### config.mk
export PLATFORM = sky130hd
export DESIGN_NAME = strobe_pacer
export DESIGN_NICKNAME = d
export VERILOG_FILES = /design/src/rtl/strobe_pacer.sv
export SDC_FILE = /design/constraint.sdc
export NUM_CORES = 1
export LEC_CHECK = 0
export CAP_MARGIN = 20
export CORE_AREA = 2 2 39 41
export CTS_CLUSTER_DIAMETER = 100
export DETAILED_ROUTE_END_ITERATION = 10
export DIE_AREA = 0 0 41 43
export GPL_TIMING_DRIVEN = 0
export PLACE_DENSITY = 0.68
export SETUP_SLACK_MARGIN = 0.15
export SYNTH_ARGS = -nofsm -noshare
export SYNTH_HDL_FRONTEND = slang
export SYNTH_SLANG_ARGS = --single-unit
### constraint.sdc
create_clock -name clk -period 5.4 [get_ports clk]
set_input_delay 1.62 -clock clk [delete_from_list [all_inputs] [get_ports clk]]
set_output_delay 1.62 -clock clk [all_outputs]
set_load 0.005 [all_outputs]
### src/rtl/strobe_pacer.sv
// -----------------------------------------------------------------------------
// strobe_pacer
//
// Purpose:
//    Turns a stream of single-cycle events (strb_in, back-to-back allowed) into
//    paced single-cycle pulses on strb_out.  Consecutive pulses are separated by
//    at least GAP LOW cycles, so that a slower clock domain can safely pick them
//    up through a cdc_strobe.  Events that arrive faster than they can be
//    emitted are queued in the pending counter.  When that counter is full, new
//    events are dropped and the counter saturates; it never wraps.
//
// Parameters:
//    CNT_W : pending-event counter width (2..16)
//    GAP   : minimum number of strb_out LOW cycles between two pulses (1..15)
//
// Ports:
//    clk      in   single clock, rising edge
//    arst     in   asynchronous reset, active-high
//    strb_in  in   event input, one event per HIGH cycle
//    strb_out out  paced single-cycle strobe (registered)
//    pending  out  accepted events not yet emitted (registered)
//    busy     out  HIGH while events are queued or the gap timer is running
//    ovf_clr  in   synchronous clear of ovf     (only with STROBE_PACER_OVF_EN)
//    ovf      out  sticky "event dropped" flag  (only with STROBE_PACER_OVF_EN)
//
// Configuration:
//    Define STROBE_PACER_OVF_EN to add the ovf/ovf_clr overflow-flag ports.
//    Without it, drops still saturate silently.
// -----------------------------------------------------------------------------
module strobe_pacer #(
   parameter int CNT_W = 4,
   parameter int GAP   = 1
) (
   input  logic             clk,
   input  logic             arst,
   input  logic             strb_in,
   output logic             strb_out,
   output logic [CNT_W-1:0] pending,
   output logic             busy
`ifdef STROBE_PACER_OVF_EN
   ,
   input  logic             ovf_clr,
   output logic             ovf
`endif
);

   localparam logic [CNT_W-1:0] PEND_MAX = {CNT_W{1'b1}};
   localparam logic [CNT_W-1:0] PEND_ONE = {{(CNT_W-1){1'b0}}, 1'b1};
   localparam logic [3:0]       GAP_LD   = 4'(GAP);

   // READY when the gap timer has expired, HOLD while it counts down.
   typedef enum logic {READY = 1'b0, HOLD = 1'b1} state_t;

   state_t           state;
   logic [3:0]       gap_cnt;
   logic [3:0]       gap_nxt;
   logic [CNT_W-1:0] pending_nxt;
   logic             strb_nxt;
   logic             fire;
   logic             drop;
   logic             accept;
`ifdef STROBE_PACER_OVF_EN
   logic             ovf_nxt;
`endif

   // Saturating pending update.  An increment at full scale is ignored.  An
   // arrival and an emission in the same cycle cancel out.
   function automatic logic [CNT_W-1:0] pend_update(input logic [CNT_W-1:0] cur,
                                                    input logic             inc,
                                                    input logic             dec);
      logic [CNT_W-1:0] res;
      res = cur;
      if (inc && !dec && (cur != PEND_MAX))
         res = cur + PEND_ONE;
      else if (dec && !inc)
         res = cur - PEND_ONE;
      return res;
   endfunction

   // State register
   always_ff @(posedge clk or posedge arst) begin
      if (arst) begin
         strb_out <= 1'b0;
         pending  <= '0;
         gap_cnt  <= 4'd0;
`ifdef STROBE_PACER_OVF_EN
         ovf      <= 1'b0;
`endif
      end else begin
         strb_out <= strb_nxt;
         pending  <= pending_nxt;
         gap_cnt  <= gap_nxt;
`ifdef STROBE_PACER_OVF_EN
         ovf      <= ovf_nxt;
`endif
      end
   end

   // Next-state logic
   always_comb begin
      state = (gap_cnt == 4'd0) ? READY : HOLD;

      // strb_in is a same-cycle bypass.  An idle pacer fires on the edge that
      // samples the event, so pending never has to go negative.
      fire   = (state == READY) && ((pending != '0) || strb_in);
      drop   = strb_in && !fire && (pending == PEND_MAX);
      accept = strb_in && !drop;

      strb_nxt = fire;

      gap_nxt = gap_cnt;
      if (fire)
         gap_nxt = GAP_LD;
      else if (state == HOLD)
         gap_nxt = gap_cnt - 4'd1;

      pending_nxt = pend_update(pending, accept, fire);

`ifdef STROBE_PACER_OVF_EN
      // If a new drop and a clear arrive together, the drop wins.
      ovf_nxt = drop | (ovf & ~ovf_clr);
`endif
   end

   // Outputs
   always_comb begin
      busy = (pending != '0) || (gap_cnt != 4'd0);
   end

endmodule

==> results.yml, run 1 <==
clock_tree:
  tritoncts: "yes"
  post_cts_resized: 0
  path_clk_slew_ps: 60
  cts.hold.buffers_added: 0
  clk_latency_ps: 250
  post-cts-setup-buffers: 0
  clock_sinks: 9
  cts_root_buffer: "clkbuf_4"
  htree_levels: 1
  cts_buffers: 3
  cts_buffer_depth: 2
timing:
  finalWorstSetupSlack_ps: 1580
  final.setup.tns_ps: 0
  period_share_pct: 70.8
  tightest_slew_ps: 412
  worst_hold_slack_ps: 501
  fmax_mhz: 262
  slew_violations: 0
  slew_headroom_pct: 72.5
  report.final.hold_viol_count: 0
  setup_viol: 0
  fin_crit_ps: 3820
  rsz0062_at_grt: "no"
  skew_ps: 5.52
global_route:
  grt_use_met3_pct: 3.14
  gr-total-overflow: 0
  grt_util_met2_pct: 20.0
  antenna_found_initial: 0
  grt_pass1_wl_um: 1590
  global_route.usage.met1_pct: 18.3
  busiest_layer: "met2"
  grt_max_degree: 10
  grt.total_usage_pct: 13.3
  grt_pass1_vias: 385
placement:
  hpwl_um: 739
  port_buffers: 8
  dpl_worst_slack_ps: 1570
  gp_congestion: 0.721
finish:
  fill_cells: 134
  finalNetCount: 71
  drive_above_1_share_pct: 19.4
  diodes: 0
  syn2layout_area_growth_pct: 23.6
synthesis:
  syn_area_per_cell_um2: 10.8
  synth.area.top_cells: "dfrtp_1, ha_1, mux4_2, a21oi_1, fa_1"
  yosysMostFrequentCell: "dfrtp_1"
  synthAdderAreaFrac_pct: 13.0
  synth-seq-area-share_pct: 41.7
  synth_xor_xnor_area_share_pct: 4.86
  synth-compound-area-share_pct: 10.2
  synth_largest_area_cell: "dfrtp_1"
  synth_commonest_cells: "dfrtp_1, a21oi_1, ha_1, nor2_1, inv_1"
  synth_flop_cell: "dfrtp_1"
  yosysWarnings: 0
  synth-seq-cells: 9
  synth_edf_count: 0
  async_flop_share_pct: 100
  yosys.area_share.simple_pct: 18.8
  synth_top_area_share_pct: 41.7
  netlist_instances: 50
  muxShareOfSynthArea_pct: 8.10
  ys_types: 28
  synth_fp_nets: 58
  synth_top_family_by_area: "simple AND/OR/NAND/NOR gates"
  synthesis.area_um2: 541
worst_setup_path:
  startpoint_type: "flip-flop"
  path_cells: "inv_1, ha_1, or3b_1, buf_4, or2_2, clkdlybuf4s50_1"
  path_class: "reg2out"
  required_ps: 3780
  slowest_stage: "clkdlybuf4s50_1"
  critPathMaxStageDelay_ps: 460
  arrival_ps: 2200
  critPathLaunch: "gap_cnt[0]$_DFFE_PP0P_"
  end_kind: "primary output"
  path_max_fanout: 9
  timing.rr.start: "gap_cnt[0]$_DFFE_PP0P_"
drt:
  wl_um: 912
  vias_per_cell: 5.06
  via_count: 395
  ant_nets: 0
  drt-initial-drc-count: 7
  firstDrtPassIters: 4
  drc_errors: 0
  wl_per_cell_um: 11.7
status:
  status: "finished clean"
floorplan:
  die_h_um: 43
  dieArea_um2: 1760
  fp.dieW_um: 41
  io_pins: 9
  core_um2: 1380
  start_util_pct: 39.1
  num_rows: 14
hold_path:
  hp-start: "gap_cnt[0]$_DFFE_PP0P_"
  hold_class: "reg2reg"
pwr:
  p_per_area_nw_per_um2: 633
  p_leak_uw: 0.000304
  irDropWorstVdd_uv: 288
job:
  cap_violations: 0
==> cells by family (layout without fill, tap and decap cells) <==
family	after synthesis	count (layout)
buffers and inverters	4	16
AOI/OAI and AO/OA	9	9
DFF	9	9
muxes	3	3
adders and majority gates	5	5
xor gates and xnor gates	3	3
and+or+nand+nor	17	17
==> worst paths after layout <==
| check | to | slack (ps) | cells after the start |
|---|---|---|---|
| max | busy | 1580 | 6 |
| min | gap_cnt[0]$_DFFE_PP0P_ | 500 | 1 |
| max reg2reg | pending[3]$_DFFE_PP0P_ | 2700 | 9 |
| min reg2reg | gap_cnt[0]$_DFFE_PP0P_ | 500 | 1 |
| max in group asynchronous | gap_cnt[0]$_DFFE_PP0P_ | 3530 | 2 |
| min in group asynchronous | pending[0]$_DFFE_PP0P_ | 1620 | 2 |
==> cells in the final DEF, fill, tap and decap left out, drive strengths merged <==
master and n:
dfrtp 9, clkinv 1, clkdlybuf4s50 8, or4 1
and2 1, o221ai 1, a21o 2, o21ai 2
or3b 1, nor3b 1, inv 3, mux2i 1
buf 1, or2b 1, or2 1, nor2 4
nor3 2, nand2 2, nand4 1, mux2 1
a21oi 4, xor2 2, clkbuf 3, mux4 1
fa 1, xnor2 1, ha 4, nand3 1
or3 1
==> stage by stage <==
step | std cells | power (uW) | instance area, um^2 | utilization (%)
global route | 78 | 471 | 668 | 48.3
detailed placement | 74 | 379 | 641 | 46.3
floorplan | 50 | 304 | 541 | -
finish | 78 | 423 | 668 | 48.3
CTS | 78 | 431 | 668 | 48.3
global placement | 74 | 371 | 641 | 46.3
==> metal layers <==
| layer | vias to the layer above | part of all wire (%) |
|---|---|---|
| li1 | 199 | - |
| met1 | 190 | 47 |
| met2 | 6 | 49 |
| met3 | 0 | 3.4 |
| met4 | 0 | 0 |
| met5 | - | 0 |
==> sequential cells by signal (all words and copies together) (netlist names) <==
register  flops
pending       4
gap_cnt       4
strb_out      1
==> power by group <==
group / internal [uW] / total (uW) / leakage, uW / switching [uW]
Sequential: 101 / 141 / 0.000111 / 39.5
Clock: 27.2 / 49.0 / 0.0000177 / 21.8
Combinational: 132 / 233 / 0.000175 / 101
Total: 260 / 423 / 0.000304 / 163
==> critical path: cells and delay by family, from the launching register on <==
kind                       cells  cell delay (ps)
buffers and inverters          3              720
and+or+nand+nor                2              660
DFF                            1              400
adders and majority gates      1              170
==> final cells by class <==
class	instances	area (um^2)	share of cell area [%]
well taps	16	20.0	3.00
clock inverters	1	5.00	0.749
clock buffers	3	22.5	3.37
inverters	3	11.3	1.69
repair buffers	8	80.1	12.0
plain buffers	1	7.51	1.12
flip-flops and latches	9	225	33.7
multi-input cells	37	297	44.4
Note: power is estimated with default switching activity, not from simulation.
==> run 2: changes to the inputs <==
--- a/config.mk
+++ b/config.mk
@@ -11,7 +11,7 @@
 export DETAILED_ROUTE_END_ITERATION = 10
 export DIE_AREA = 0 0 41 43
 export GPL_TIMING_DRIVEN = 0
-export PLACE_DENSITY = 0.68
+export PLACE_DENSITY = 0.7
 export SETUP_SLACK_MARGIN = 0.15
 export SYNTH_ARGS = -nofsm -noshare
 export SYNTH_HDL_FRONTEND = slang
==> constraint.sdc (replaced) <==
create_clock -name clk -period 3.5 [get_ports clk]
set_input_delay 1.05 -clock clk [delete_from_list [all_inputs] [get_ports clk]]
set_output_delay 1.05 -clock clk [all_outputs]
set_load 0.005 [all_outputs]
==> results.yml, run 2 (synthesis gave the netlist of run 1 again) <==
drt:
  drt-initial-drc-count: 4
  wl_um: 906
  wl_per_cell_um: 11.6
  drc_errors: 0
  firstDrtPassIters: 4
  via_count: 398
  vias_per_cell: 5.10
  ant_nets: 0
worst_setup_path:
  cp_num_buf_inv: 3
  path_cells: "inv_1, ha_1, or3b_1, buf_4, or2_2, clkdlybuf4s50_1"
  arrival_ps: 2170
  slowest_stage: "clkdlybuf4s50_1"
  end_kind: "primary output"
  critPathMaxStageDelay_ps: 440
  path_class: "reg2out"
  path_max_fanout: 9
  required_ps: 2450
  startpoint_type: "flip-flop"
  cpLargestDelayFamily: "buffers and inverters"
finish:
  drive_above_1_share_pct: 19.4
  syn2layout_area_growth_pct: 23.6
  finalNetCount: 71
  top_regs: "gap_cnt (4), pending (4), strb_out (1)"
  multiInputGateArea_um2: 297
  mostFrequentLayoutCells: "dfrtp_1, clkdlybuf4s50_1, nor2_1, a21oi_1, ha_1"
  final-seq-area_um2: 225
  utilization_pct: 48.3
  stdcell_area_um2: 668
  layout_commonest_cell: "dfrtp_1"
  diodes: 0
  fill_cells: 131
clock_tree:
  cts_buffers: 3
  tritoncts: "yes"
  clock_sinks: 9
  clk_latency_ps: 260
  post_cts_resized: 0
  post-cts-setup-buffers: 0
  htree_levels: 1
  cts_root_buffer: "clkbuf_4"
  path_clk_slew_ps: 70
  cts_buffer_depth: 2
  cts.hold.buffers_added: 0
floorplan:
  fp.dieW_um: 41
  die_h_um: 43
  io_pins: 9
  dieArea_um2: 1760
  num_rows: 14
  start_util_pct: 39.1
  core_um2: 1380
pwr:
  p_leak_uw: 0.000304
  p_per_area_nw_per_um2: 979
  power_uw: 654
  irDropWorstVdd_uv: 379
placement:
  dpl_worst_slack_ps: 250
  gp_congestion: 0.727
  port_buffers: 8
  place_area_um2: 641
  hpwl_um: 737
global_route:
  grt.total_usage_pct: 14.5
  grt_max_degree: 10
  gr-total-overflow: 0
  grt_pass1_vias: 426
  grt_pass1_wl_um: 1740
  antenna_found_initial: 0
timing:
  rsz0062_at_grt: "no"
  finalWorstSetupSlack_ps: 284
  final.setup.tns_ps: 0
  slew_headroom_pct: 73.7
  slew_violations: 0
  skew_ps: 3.62
  fin_crit_ps: 3220
  period_share_pct: 91.9
  tightest_slew_ps: 393
  report.final.hold_viol_count: 0
  fmax_mhz: 311
  setup_viol: 0
status:
  status: "finished clean"
job:
  cap_violations: 0
hold_path:
  hold_class: "reg2reg"
-- run 2: metal layers --
metal	global-route usage [%]	part of all wire [%]	vias to the layer above
met3	3.14	3.0	0
met2	21.9	50	6
met4	4.00	0	0
met5	0	0	-
li1	-	-	200
met1	20.4	47	192
-- run 2: final timing paths --
path / depth (start not counted) / from / to / slack [ps]
min reg2reg: 1 / gap_cnt[0]$_DFFE_PP0P_ / gap_cnt[0]$_DFFE_PP0P_ / 490
max reg2reg: 9 / gap_cnt[0]$_DFFE_PP0P_ / pending[3]$_DFFE_PP0P_ / 820
max in group asynchronous: 2 / arst / gap_cnt[1]$_DFFE_PP0P_ / 2210
min in group asynchronous: 2 / arst / pending[0]$_DFFE_PP0P_ / 1040
min: 1 / gap_cnt[0]$_DFFE_PP0P_ / gap_cnt[0]$_DFFE_PP0P_ / 490
max: 6 / gap_cnt[0]$_DFFE_PP0P_ / busy / 280
-- run 2: through the flow --
| stage | std cells | hold slack (ps) |
|---|---|---|
| after floorplan | 50 | 459 |
| after global placement | 74 | 480 |
| after detailed placement | 74 | 484 |
| after CTS | 78 | 493 |
| after global routing | 78 | 538 |
| final | 78 | 494 |
-- run 2: worst reg2reg max path, stage by stage, from the launching register on --
cell	delay (ps)
dfrtp_1	400
inv_1	90
ha_1	170
or3b_1	340
buf_4	170
nand3_1	190
ha_1	270
a21o_2	210
a21oi_1	190
mux4_2	510
-- run 2: report_power, final --
part           total, uW  internal (uW)  switching, uW  leakage [uW]
clock network       79.4           42.1           37.3     0.0000177
logic                358            204            154      0.000175
registers            217            156           60.7      0.000111
total                654            402            252      0.000304
-- run 2: final cells by class --
| cell class | count | area share, % |
|---|---|---|
| tap | 16 | 3.00 |
| sequential | 9 | 33.7 |
| clock buffer | 3 | 3.37 |
| buffer | 1 | 1.12 |
| multi-input combinational | 37 | 44.4 |
| inverter | 3 | 1.69 |
| timing repair buffer | 8 | 12.0 |
| clock inverter | 1 | 0.749 |
==> run 3: changes to the inputs <==
--- a/config.mk
+++ b/config.mk
@@ -13,6 +13,7 @@
 export GPL_TIMING_DRIVEN = 0
 export PLACE_DENSITY = 0.7
 export SETUP_SLACK_MARGIN = 0.15
+export SKIP_CTS_REPAIR_TIMING = 1
 export SYNTH_ARGS = -nofsm -noshare
 export SYNTH_HDL_FRONTEND = slang
 export SYNTH_SLANG_ARGS = --single-unit
==> results of run 3 <==
Same layout as run 2: the final DEF is identical, and so are final timing and power.
